===== src/rtl/led_mode_ctrl_pkg.sv =====
`default_nettype none
// +--------------------------------------------------------------------+
// | Module   : led_mode_ctrl_pkg                                       |
// | Brief    : Shared mode encodings and initial patterns for the LED  |
// |            sequencer.                                              |
// | Revision : 1.0  initial release                                    |
// +--------------------------------------------------------------------+
package led_mode_ctrl_pkg;

  typedef enum logic [1:0] {
    MODE_FLOW_L = 2'd0,
    MODE_FLOW_R = 2'd1,
    MODE_BOUNCE = 2'd2,
    MODE_BLINK  = 2'd3
  } mode_e;

  localparam logic [3:0] c_PAT_FLOW_L = 4'b1110;
  localparam logic [3:0] c_PAT_FLOW_R = 4'b0111;
  localparam logic [3:0] c_PAT_BLINK  = 4'b0000;
  localparam logic [3:0] c_LED_OFF    = 4'b1111;
  localparam logic [1:0] c_SPEED_RST  = 2'd2;

  // Pattern loaded when a mode is entered (BOUNCE starts like FLOW_L).
  function automatic logic [3:0] init_pat(input mode_e m);
    logic [3:0] p;
    p = c_PAT_FLOW_L;
    case (m)
      MODE_FLOW_L: p = c_PAT_FLOW_L;
      MODE_FLOW_R: p = c_PAT_FLOW_R;
      MODE_BOUNCE: p = c_PAT_FLOW_L;
      MODE_BLINK:  p = c_PAT_BLINK;
      default:     p = c_PAT_FLOW_L;
    endcase
    return p;
  endfunction

endpackage
`default_nettype wire


===== src/rtl/led_mode_ctrl_if.sv =====
`default_nettype none
// +--------------------------------------------------------------------+
// | Module   : led_mode_ctrl_if                                        |
// | Brief    : Request pulses in, LED drive and status out.            |
// | Revision : 1.0  initial release                                    |
// +--------------------------------------------------------------------+
interface led_mode_ctrl_if;
  logic       mode_req;
  logic       speed_req;
  logic       pause_req;
  logic [3:0] led;
  logic [1:0] mode;
  logic [1:0] speed;
  logic       paused;
  logic       tick;

  modport master (
    output mode_req, speed_req, pause_req,
    input  led, mode, speed, paused, tick
  );

  modport slave (
    input  mode_req, speed_req, pause_req,
    output led, mode, speed, paused, tick
  );
endinterface
`default_nettype wire


===== src/rtl/led_mode_ctrl_tick_gen.sv =====
`default_nettype none
// +--------------------------------------------------------------------+
// | Module   : led_tick_gen                                            |
// | Brief    : Step-rate counter; period = BASE_CYCLES << speed.       |
// | Revision : 1.0  initial release                                    |
// +--------------------------------------------------------------------+
module led_tick_gen #(
  parameter int BASE_CYCLES = 6_250_000,
  parameter int CNT_W       = 28
) (
  input  wire logic       clk,
  input  wire logic       rst_n,
  input  wire logic       i_en,
  input  wire logic       i_clr,
  input  wire logic [1:0] i_speed,
  output      logic       o_tick
);

  localparam logic [CNT_W-1:0] c_BASE = CNT_W'(BASE_CYCLES);

  logic [CNT_W-1:0] r_cnt;
  logic [CNT_W-1:0] w_period_m1;
  logic             w_last;

  assign w_period_m1 = (c_BASE << i_speed) - CNT_W'(1);
  assign w_last      = (r_cnt == w_period_m1);
  assign o_tick      = i_en & w_last;

  // Count while enabled, wrap at the end of the period; clear has priority.
  always_ff @(posedge clk or negedge rst_n) begin
    if (!rst_n) begin
      r_cnt <= '0;
    end else if (i_clr) begin
      r_cnt <= '0;
    end else if (i_en) begin
      r_cnt <= w_last ? '0 : r_cnt + CNT_W'(1);
    end
  end

endmodule
`default_nettype wire


===== src/rtl/led_mode_ctrl.sv =====
`default_nettype none
// +--------------------------------------------------------------------+
// | Module   : led_mode_ctrl                                           |
// | Brief    : 4-LED animation sequencer with mode/speed/pause keys.   |
// | Revision : 1.0  initial release                                    |
// +--------------------------------------------------------------------+
module led_mode_ctrl
  import led_mode_ctrl_pkg::*;
#(
  parameter int BASE_CYCLES = 6_250_000,
  parameter int CNT_W       = 28
) (
  input wire logic      clk,
  input wire logic      rst_n,
  led_mode_ctrl_if.slave bus
);

  mode_e      r_mode;
  logic [1:0] r_speed;
  logic       r_paused;
  logic [3:0] r_led;
  logic [3:0] r_pat;
  logic       r_dir;     // BOUNCE direction: 0 = lit bit moving up

  mode_e      w_mode_nxt;
  logic [3:0] w_pat_nxt;
  logic       w_dir_nxt;
  logic       w_en;
  logic       w_clr;
  logic       w_tick;

  // A pause request freezes the counter in its own cycle, so the held count
  // is exactly the count seen when the key arrived.
  assign w_en  = ~r_paused & ~bus.pause_req;
  assign w_clr = bus.mode_req | bus.speed_req;

  led_tick_gen #(
    .BASE_CYCLES (BASE_CYCLES),
    .CNT_W       (CNT_W)
  ) u_tick_gen (
    .clk     (clk),
    .rst_n   (rst_n),
    .i_en    (w_en),
    .i_clr   (w_clr),
    .i_speed (r_speed),
    .o_tick  (w_tick)
  );

  // Mode/speed/pause registers and the LED output register.
  always_ff @(posedge clk or negedge rst_n) begin
    if (!rst_n) begin
      r_speed  <= c_SPEED_RST;
      r_paused <= 1'b0;
      r_led    <= c_LED_OFF;
    end else begin
      if (bus.speed_req) r_speed <= r_speed + 2'd1;
      if (bus.pause_req) r_paused <= ~r_paused;
      if (w_tick)        r_led <= r_pat;
    end
  end

  // Pattern FSM state register (mode x pattern x direction).
  always_ff @(posedge clk or negedge rst_n) begin
    if (!rst_n) begin
      r_mode <= MODE_FLOW_L;
      r_pat  <= c_PAT_FLOW_L;
      r_dir  <= 1'b0;
    end else begin
      r_mode <= w_mode_nxt;
      r_pat  <= w_pat_nxt;
      r_dir  <= w_dir_nxt;
    end
  end

  // Next pattern: a mode change reloads, a speed change suppresses the
  // advance of a coincident tick, otherwise a tick steps the animation.
  always_comb begin
    w_mode_nxt = r_mode;
    w_pat_nxt  = r_pat;
    w_dir_nxt  = r_dir;
    if (bus.mode_req) begin
      w_mode_nxt = mode_e'(r_mode + 2'd1);
      w_pat_nxt  = init_pat(w_mode_nxt);
      w_dir_nxt  = 1'b0;
    end else if (!bus.speed_req && w_tick) begin
      case (r_mode)
        MODE_FLOW_L: w_pat_nxt = {r_pat[2:0], r_pat[3]};
        MODE_FLOW_R: w_pat_nxt = {r_pat[0], r_pat[3:1]};
        MODE_BOUNCE: begin
          if (!r_dir) begin
            w_pat_nxt = {r_pat[2:0], 1'b1};
            if (!r_pat[2]) w_dir_nxt = 1'b1;
          end else begin
            w_pat_nxt = {1'b1, r_pat[3:1]};
            if (!r_pat[1]) w_dir_nxt = 1'b0;
          end
        end
        MODE_BLINK:  w_pat_nxt = ~r_pat;
        default:     w_pat_nxt = r_pat;
      endcase
    end
  end

  assign bus.led    = r_led;
  assign bus.mode   = r_mode;
  assign bus.speed  = r_speed;
  assign bus.paused = r_paused;
  assign bus.tick   = w_tick;

endmodule
`default_nettype wire


===== src/flat_wrapper.sv =====
// flat-port wrapper written by rule: the top's interface ports become plain ports
module led_mode_ctrl_flat import led_mode_ctrl_pkg::*;
#(
  parameter int BASE_CYCLES = 6_250_000,
  parameter int CNT_W       = 28
)
  (clk, rst_n, bus_mode_req, bus_speed_req, bus_pause_req, bus_led, bus_mode, bus_speed, bus_paused, bus_tick);
  led_mode_ctrl_if bus_i ();
  input wire logic clk;
  input wire logic rst_n;
  input wire logic [$bits(bus_i.mode_req)-1:0] bus_mode_req;
  input wire logic [$bits(bus_i.speed_req)-1:0] bus_speed_req;
  input wire logic [$bits(bus_i.pause_req)-1:0] bus_pause_req;
  output wire logic [$bits(bus_i.led)-1:0] bus_led;
  output wire logic [$bits(bus_i.mode)-1:0] bus_mode;
  output wire logic [$bits(bus_i.speed)-1:0] bus_speed;
  output wire logic [$bits(bus_i.paused)-1:0] bus_paused;
  output wire logic [$bits(bus_i.tick)-1:0] bus_tick;
  assign bus_i.mode_req = bus_mode_req;
  assign bus_i.speed_req = bus_speed_req;
  assign bus_i.pause_req = bus_pause_req;
  assign bus_led = bus_i.led;
  assign bus_mode = bus_i.mode;
  assign bus_speed = bus_i.speed;
  assign bus_paused = bus_i.paused;
  assign bus_tick = bus_i.tick;
  led_mode_ctrl #(.BASE_CYCLES(BASE_CYCLES), .CNT_W(CNT_W)) u_core (.clk(clk), .rst_n(rst_n), .bus(bus_i));
endmodule

===== config.mk =====
export PLATFORM = sky130hd
export DESIGN_NAME = led_mode_ctrl_flat
export DESIGN_NICKNAME = d
export VERILOG_FILES = /design/src/rtl/led_mode_ctrl_pkg.sv /design/src/rtl/led_mode_ctrl_if.sv /design/src/rtl/led_mode_ctrl_tick_gen.sv /design/src/rtl/led_mode_ctrl.sv /design/src/flat_wrapper.sv
export SDC_FILE = /design/constraint.sdc
export NUM_CORES = 1
export LEC_CHECK = 0
export BUFFER_PORTS_ARGS = -buffer_cell sky130_fd_sc_hd__buf_2
export CAP_MARGIN = 40
export CORE_MARGIN = 2
export CORE_UTILIZATION = 45
export CTS_CLUSTER_SIZE = 10
export DETAILED_ROUTE_END_ITERATION = 8
export PLACE_DENSITY_LB_ADDON = 0.05
export RECOVER_POWER = 100
export SETUP_SLACK_MARGIN = 0.5
export SLEW_MARGIN = 20
export SYNTH_ARGS = -nofsm -noshare
export SYNTH_HDL_FRONTEND = slang
export SYNTH_SLANG_ARGS = --single-unit

===== constraint.sdc =====
create_clock -name clk -period 6.5 [get_ports clk]
set_input_delay 0.325 -clock clk [delete_from_list [all_inputs] [get_ports clk]]
set_output_delay 0.325 -clock clk [all_outputs]
set_load 0.005 [all_outputs]

* Word-level counts from Yosys, hierarchy flattened *
Index checks and enable logic that the tools add are counted.

storage, ports and cells
  logic and storage cells = 48
  input port bits = 5
  output and inout bits = 10
  flip-flop bits (word level) = 42

operators by class
  multiplexer cells = 14
  bitwise logic cells = 6
  equality and inequality tests = 7
  reduce and logical (&&, ||, !) cells = 9
  shifts and indexed selects = 1
  $add $sub $neg = 4

operators by type and width
  cell                                                                   number
  28-bit two-way mux                                                     3
  28-bit by 1-bit adder with 28-bit output, second input constant        1
  28-bit equality test                                                   1
  23-bit by 2-bit << shifter with 28-bit output, first input constant    1
  28-bit by 1-bit subtractor with 28-bit output, second input constant   1
  4-bit case mux with 4 select lines                                     1
  4-bit two-way mux                                                      3
  4-bit case mux with 3 select lines                                     1
  2-bit equality test, second input constant                             4
  1-bit two-way mux                                                      6
  2-bit nonzero test                                                     3
  2-bit by 1-bit adder with 2-bit output, second input constant          2
  2-bit by 1-bit equality test with 1-bit output, second input constant  2
  2-bit zero test                                                        2
  4-bit inverter                                                         1
  1-bit bitwise AND                                                      2
  1-bit inverter                                                         2
  2-bit AND reduction                                                    1
  2-bit OR reduction                                                     1
  1-bit logical AND                                                      1
  1-bit zero test                                                        1
  1-bit OR                                                               1

* Logic depth before layout (Yosys ltp) *
Gate-level depths: netlist of run 1.

  word-level depth = 7
  mapped depth = 11
  gate-level depth less buffers = 10

* Hierarchy *
From an unflattened synthesis of run 1, not the netlist that was laid out.

second synthesis, totals
  cells, all modules = 297
  area, all modules = 2,782.7 µm²

modules (own cells, without submodules)
  module         cells each  times used  sequential area each (µm²)  area each (µm²)
  led_tick_gen   216         1           700.7                       1,930.6
  led_mode_ctrl  81          1           360.3                       852.1

* Least setup slack after synthesis of run 1 *
Ideal clock, no wire load.

  path type = register to register
  start = register u_core.r_speed[1], in the netlist u_core.bus.speed[1]
  end = register u_core.r_pat[2]
  data required time = 6.412 ns
  buffers on the path = 0
  period minus slack after synthesis = 2.545 ns
  slack = 3.955 ns
  cell stages (with the launch flop) = 11
  library setup time = 0.088 ns
  arrival time = 2.457 ns
  cells stage by stage = dfstp_2 inv_1 ha_1 inv_1 ha_1 nor3b_1 xnor2_1 nor3b_2 and4bb_1 nor3b_1 or3_1

on the way
  word-level cells in the longest chain between the ends = 6

RTL lines
  item                                           RTL line                      text
  start, declared                                led_mode_ctrl.sv:19           logic [1:0] r_speed;
  start signal, assigned                         led_mode_ctrl.sv:52           r_speed <= c_SPEED_RST;
  start signal, assigned                         led_mode_ctrl.sv:56           if (bus.speed_req) r_speed <= r_speed + 2'd1;
  23-bit by 2-bit << shifter with 28-bit output  led_mode_ctrl_tick_gen.sv:25  assign w_period_m1 = (c_BASE << i_speed) - CNT_W'(1);
  28-bit by 1-bit subtractor with 28-bit output  led_mode_ctrl_tick_gen.sv:25
  28-bit equality test                           led_mode_ctrl_tick_gen.sv:26  assign w_last = (r_cnt == w_period_m1);
  1-bit bitwise AND                              led_mode_ctrl_tick_gen.sv:27  assign o_tick = i_en & w_last;
  1-bit logical AND                              led_mode_ctrl.sv:85           end else if (!bus.speed_req && w_tick) begin
  2-bit nonzero test (no line)                   --
  end signal, assigned                           led_mode_ctrl.sv:66           r_pat <= c_PAT_FLOW_L;
  end signal, assigned                           led_mode_ctrl.sv:70           r_pat <= w_pat_nxt;
  end, declared                                  led_mode_ctrl.sv:22           logic [3:0] r_pat;

Every way passes these cells.
A chain may end at the register's enable or synchronous reset.

* Worst setup path in the final report of run 1 *
  start = register u_core.r_speed[1], in the netlist u_core.bus.speed[1]
  end = register u_core.u_tick_gen.r_cnt[7]

on the way
  word-level cells in the longest chain between the ends = 6

RTL lines
  item                                           RTL line                      text
  23-bit by 2-bit << shifter with 28-bit output  led_mode_ctrl_tick_gen.sv:25
  28-bit by 1-bit subtractor with 28-bit output  led_mode_ctrl_tick_gen.sv:25
  28-bit equality test                           led_mode_ctrl_tick_gen.sv:26
  28-bit two-way mux                             led_mode_ctrl_tick_gen.sv:36  r_cnt <= w_last ? '0 : r_cnt + CNT_W'(1);
  28-bit two-way mux                             led_mode_ctrl_tick_gen.sv:35  end else if (i_en) begin
  28-bit two-way mux                             led_mode_ctrl_tick_gen.sv:33  end else if (i_clr) begin
  end signal, assigned                           led_mode_ctrl_tick_gen.sv:36
  end, declared                                  led_mode_ctrl_tick_gen.sv:21  logic [CNT_W-1:0] r_cnt;

Every way passes these cells. The select of a mux whose other input is x is not followed.

==> results of run 1 <==
==> power breakdown <==
group          switching, mW  leakage, nW  internal (mW)  total [mW]
Sequential            0.0460        0.548          0.294       0.340
Combinational          0.174        0.690          0.138       0.312
Clock                 0.0940       0.0482         0.0859       0.180
Total                  0.314         1.29          0.518       0.832
==> worst max-delay path, delay by kind of cell, from the launching register on <==
kind / cells / cell delay (ns)
AOI/OAI and AO/OA: 4 / 1.39
and+or+nand+nor: 2 / 0.74
DFF: 1 / 0.64
buffers and inverters: 1 / 0.60
adders and majority gates: 1 / 0.28
==> how the worst min path moves through the flow <==
stage	from	cells after the start	slack (ns)	endpoint
4_1_cts	rst_n	1	0.02	u_core.bus.paused
2_1_floorplan	rst_n	0	0.03	u_core.bus.mode[0]
6_report	bus_pause_req	2	0.21	u_core.bus.paused
3_5_place_dp	rst_n	1	0.35	u_core.bus.paused
3_3_place_gp	u_core.bus.paused	1	0.49	u_core.bus.paused
5_1_grt	bus_pause_req	2	0.22	u_core.bus.paused
==> final cells by class <==
cell class / instances / area, sq um
fill: 632 / 3250
multi-input combinational: 251 / 1650
inverter: 12 / 45.0
clock inverter: 1 / 5.00
timing repair buffer: 17 / 81.3
tap: 77 / 96.3
clock buffer: 7 / 86.3
sequential: 42 / 1060
==> registers in the layout, summed over array words and instances (netlist names) <==
register,count
u_core.bus.speed,2
u_core.r_dir,1
u_core.bus.mode,2
u_core.bus.led,4
u_core.r_pat,4
u_core.u_tick_gen.r_cnt,28
u_core.bus.paused,1
==> through the flow <==
step                      cells  util [%]  hold slack (ns)
final                       407      48.3            0.213
after global routing        407      48.3            0.220
after floorplan             320         -           0.0294
after detailed placement    398      47.9            0.354
after global placement      397      47.4            0.494
after CTS                   406      49.3           0.0234
==> layer usage <==
metal	track usage, %	routed length, um
met5	0	0
met3	3.66	219
met2	33.4	3140
met1	28.2	3350
met4	7.18	126
==> synthesized netlist by cell type (6+ instances only) <==
cell       n
nor3_1     8
and3_1    11
or3_1      6
clkbuf_1  10
nand4_1    7
dfrtp_1   34
o21ai_0    7
nand3_1   33
xnor2_1    8
ha_1      17
nor2_1    14
nand2_1   34
dfstp_2    8
a21oi_1   19
xor2_1     8
inv_1     12
==> logic make-up after synthesis <==
family,count (synthesis),synth area share (%)
compound gates,58,13.9
xor+xnor,16,4.88
fa+ha+maj,17,7.40
buf+inv,27,4.14
flops,42,36.9
mux,9,3.31
simple gates,151,29.5
==> flow_metrics.tcl, run 1 <==
set metrics [dict create \
    run_status "finished clean" \
    numPortBuffers 14 \
    postRouteAntennaNets 0 \
    syn-num-nets 342 \
    seq_area_frac_synth_pct 36.9 \
    synthFlopType "dfrtp_1" \
    cts_setup_buffers 0 \
    cap_violations 0 \
    grt_pass1_vias 2395 \
    critPathLaunch "u_core.bus.speed[1]" \
    wire_per_inst_um 16.8 \
    power_density_mw_per_mm2 275 \
    cts_buffers 5 \
    yosysTopAreaCell "dfrtp_1" \
    die-area_sq_mm 0.00704 \
    nNetsFinal 351 \
    setup_viol 0 \
    ff2ff_setup_slack_ns 2.71 \
    synth_area_sq_mm 0.00287 \
    synthCells 320 \
    die_h_um 83.9 \
    globalplace.congestion 0.823 \
    clkTransAtPathRegs_ns 0.09 \
    start_util_pct 45.8 \
    num_rows 29 \
    syn_area_per_cell_sq_um 8.98 \
    crit_type "reg -> reg" \
    core-area_sq_mm 0.00628 \
    antenna_found_initial 0 \
    cts-root-buf "clkbuf_8" \
    cts_tree "done" \
    fin_area_sq_mm 0.00303 \
    rsz0062_at_grt "no" \
    endpoint_kind "flop" \
    slowest_stage "a2111oi_0" \
    worstPathCellList "ha_1 > or3b_1 > a2111oi_0 > and4bb_4 > a21oi_1 > clkbuf_1 > a21o_1 > a22o_1" \
    critPathMaxFanout 32 \
    max_stage_delay_ns 0.74 \
    max_slew.worst_pin.slew_ns 1.36 \
    die_w_um 83.9 \
    final_cell_mix "nand2_1 (34), dfrtp_1 (34), nand3_1 (33)" \
    layout_setup_ws_ns 2.71 \
    boundaryPins 15 \
    synth_top_area_share_pct 29.6 \
    grt_pass1_wl_mm 11.8 \
    r2r-end "u_core.u_tick_gen.r_cnt[7]" \
    drt_iter0_markers 141 \
    crit_path_start_kind "flop" \
    final.min_clock_period_ns 3.79 \
    grt_overflow_total 0 \
    period_share_pct 58.3 \
    endpoint "u_core.u_tick_gen.r_cnt[7]" \
    hold_violations 0 \
    netlist_top_cells_area "dfrtp_1 (30%), ha_1 (7.4%), dfstp_2 (7.3%)" \
    yosysWarnings 0 \
    drt_pass1_iterations 6 \
    r2r-start "u_core.bus.speed[1]" \
    drv_slew 0 \
    drt-total-wl_mm 6.84 \
    grt_start_max_net_pins 37 \
    fin_skew_ns 0.0109 \
    hold_path_class "in -> reg" \
    ys_types 58 \
    n_antenna_cell 0 \
    vdd_ir_drop_max_mv 0.127 \
    cts.htree.levels 2 \
    placed_area_sq_mm 0.00301 \
    required_ns 6.68 \
    cts_sinks 42 \
    cts_resized 0 \
    cts_hold_buf 0 \
    fin_total_pwr_uw 832 \
    drc 0 \
    fmax_ghz 0.264 \
    dp_slack_ns 3.57 \
    clk_latency_ns 0.30 \
    num_vias 2337 \
    hpwl_mm 5.00 \
    vias_per_cell 5.74 \
    drive_gt1_share_pct 9.70 \
    synth_edf_count 0 \
    p_leak_nw 1.29 \
    maxSlewHeadroom_pct 9.41 \
    synth_seq_cells 42 \
    grt_use_total_pct 20.8 \
    async_reset_ff_share_pct 100 \
    syn_to_final_growth_pct 5.44 \
    critical_path_arrival_ns 3.98 \
    clock_path_buffers 2 \
    r2r.worst_path.cells 8 \
    fin_tns_setup_ns 0 \
]
Note: power is estimated with default switching activity, not from simulation.
==> run 2: changes to the inputs <==
clock period = 3.44 ns   (was 6.5 ns; I/O delays follow)
==> run 2 against run 1 <==
  * Sequential share of layout area decreased by 0.85 points
  * Via count increased by 0.64%
  * Global-route usage about the same
  * Register-to-register slack got worse by 2.1 ns
  * Setup slack got worse by 2.1 ns
  * Utilization increased by 1.2 points
  * Clock skew decreased by 0.0037 ns
  * Die area unchanged
  * First-iteration DRC count decreased by 2.8%
  * Final cell count increased by 0.49%
  * Worst hold slack got worse by 0.15 ns
  * Critical endpoint is now bus_tick
  * Sequential power increased by 89%
==> flow_metrics.tcl, run 2 (synthesized netlist as in run 1, its figures left out) <==
set metrics [dict create \
    run_status "finished clean" \
    cts_sinks 42 \
    nNetsFinal 353 \
    endpoint_kind "primary output" \
    critPathMaxFanout 7 \
    clockPowerShare_pct 21.1 \
    num_rows 29 \
    vdd_ir_drop_max_mv 0.299 \
    cap_violations 0 \
    drt-total-wl_mm 6.79 \
    cts_buffers 5 \
    combPwrFrac_pct 39.1 \
    die_w_um 83.9 \
    grt_pass1_vias 2255 \
    p_int_uw 999 \
    max_stage_delay_ns 0.65 \
    globalplace.congestion 0.846 \
    numPortBuffers 14 \
    clkTransAtPathRegs_ns 0.09 \
    num_vias 2352 \
    clk_latency_ns 0.30 \
    drc 0 \
    swShare_pct 38.3 \
    hold_start "bus_pause_req" \
    worstPathCellList "inv_1 > ha_1 > inv_1 > ha_1 > xor2_1 > nand4_1 > or2_2 > nor4b_2 > clkbuf_1" \
    n_antenna_cell 0 \
    syn_to_final_growth_pct 8.06 \
    core-area_sq_mm 0.00628 \
    hold_violations 0 \
    r2r-start "u_core.bus.speed[1]" \
    die_h_um 83.9 \
    crit_type "reg -> out" \
    whs_endpoint "u_core.bus.paused" \
    fmax_ghz 0.353 \
    fin_tns_setup_ns 0 \
    wire_per_inst_um 16.6 \
    ff2ff_setup_slack_ns 0.63 \
    hpwl_mm 4.99 \
    max_slew.worst_pin.slew_ns 1.28 \
    cts-root-buf "clkbuf_8" \
    cts_tree "done" \
    p_leak_nw 1.31 \
    maxSlewHeadroom_pct 14.9 \
    r2r-end "u_core.r_dir" \
    final.min_clock_period_ns 2.83 \
    rsz0062_at_grt "yes" \
    cts.htree.levels 2 \
    largest_reg_flops 28 \
    hold_path_class "in -> reg" \
    die-area_sq_mm 0.00704 \
    hold_depth 2 \
    r2r.worst_path.cells 7 \
    drive_gt1_share_pct 11.7 \
    grt_start_max_net_pins 37 \
    critical_path_arrival_ns 2.66 \
    boundaryPins 15 \
    crit_path_start_kind "flop" \
    period_share_pct 82.3 \
    p_sw_uw 621 \
    fin_skew_ns 0.00715 \
    grt_pass1_wl_mm 11.9 \
    largest_register "u_core.u_tick_gen.r_cnt" \
    grt_overflow_total 0 \
    required_ns 3.27 \
    vias_per_cell 5.75 \
    postRouteAntennaNets 0 \
    setup_viol 0 \
    antenna_found_initial 0 \
    clock_path_buffers 2 \
    slowest_stage "dfstp_1" \
    start_util_pct 45.8 \
    drt_pass1_iterations 4 \
    power_density_mw_per_mm2 522 \
    fin_total_pwr_mw 1.62 \
    drv_slew 0 \
    final_cell_mix "nand2_1 (34), dfrtp_1 (34), nand3_1 (33)" \
    drt_iter0_markers 137 \
    grt_use_total_pct 20.8 \
    power_frac_seq_pct 39.8 \
]
==> run 2: cell types whose count changed in the layout (fill, tap and decap cells not counted), sizes merged <==
cell / delta
dlygate4sd3: +1
buf: +1
==> run 2: how the worst max path moves through the flow <==
| stage | cells past startpoint | endpoint | slack, ns | startpoint |
|---|---|---|---|---|
| after detailed placement | 10 | u_core.r_pat[2] | 0.62 | u_core.bus.speed[0] |
| after CTS | 9 | bus_tick | 0.51 | u_core.bus.speed[0] |
| after global placement | 10 | u_core.r_pat[2] | 0.69 | u_core.bus.speed[0] |
| after global routing | 9 | bus_tick | 0.37 | u_core.bus.speed[1] |
| after floorplan | 10 | u_core.r_pat[2] | 0.90 | u_core.bus.speed[1] |
| final | 9 | bus_tick | 0.61 | u_core.bus.speed[1] |
==> run 2: cell type report <==
| type | instances | area, sq um |
|---|---|---|
| multi-input cells | 251 | 1710 |
| clock buffers | 7 | 86.3 |
| inverters | 12 | 45.0 |
| well taps | 77 | 96.3 |
| flip-flops and latches | 42 | 1060 |
| fillers | 628 | 3170 |
| clock inverters | 1 | 5.00 |
| repair buffers | 19 | 105 |
==> run 2: power by group through the flow <==
stage | logic, mW | clock network [mW] | registers [mW]
4_1_cts | 0.638 | 0.351 | 0.646
3_5_place_dp | 0.625 | 0 | 0.655
3_3_place_gp | 0.619 | 0 | 0.653
2_1_floorplan | 0.466 | 0 | 0.636
5_1_grt | 0.728 | 0.371 | 0.657
6_report | 0.634 | 0.342 | 0.644
==> run 2: critical path, delay by kind of cell (launching register included) <==
kind | cells | cell delay [ns]
AND/OR/NAND/NOR | 3 | 0.68
flip-flops | 1 | 0.65
buffers and inverters | 3 | 0.36
XOR/XNOR | 1 | 0.18
adder cells (fa/ha/maj) | 2 | 0.48
==> run 2: per-stage QoR <==
stage | cell area, sq um | setup slack (ns) | hold WS [ns] | util [%] | instances
detailed placement | 3010 | 0.616 | 0.175 | 48.0 | 399
finish | 3100 | 0.609 | 0.0587 | 49.5 | 409
floorplan | 2870 | 0.895 | -0.124 | - | 320
global route | 3100 | 0.371 | 0.0719 | 49.5 | 409
CTS | 3120 | 0.508 | 0.0585 | 49.7 | 408
global placement | 2990 | 0.689 | 0.376 | 47.6 | 398
==> run 2: layer usage <==
metal	vias to the layer above	global-route usage, %	wire [um]
met2	45	33.2	3120
met3	7	3.36	301
li1	1172	-	-
met1	1128	29.8	3300
met4	0	4.40	73
met5	-	0	0
==> run 2: timing repair <==
action | CTS | global route
gates cloned | 0 | 0
pin swaps | 0 | 0
buffers inserted | 0 | 1
endpoints found under the hold margin | 18 | 0
hold buffers | 1 | 0
setup endpoints to repair | 1 | 23
gates resized for setup | 1 | 4
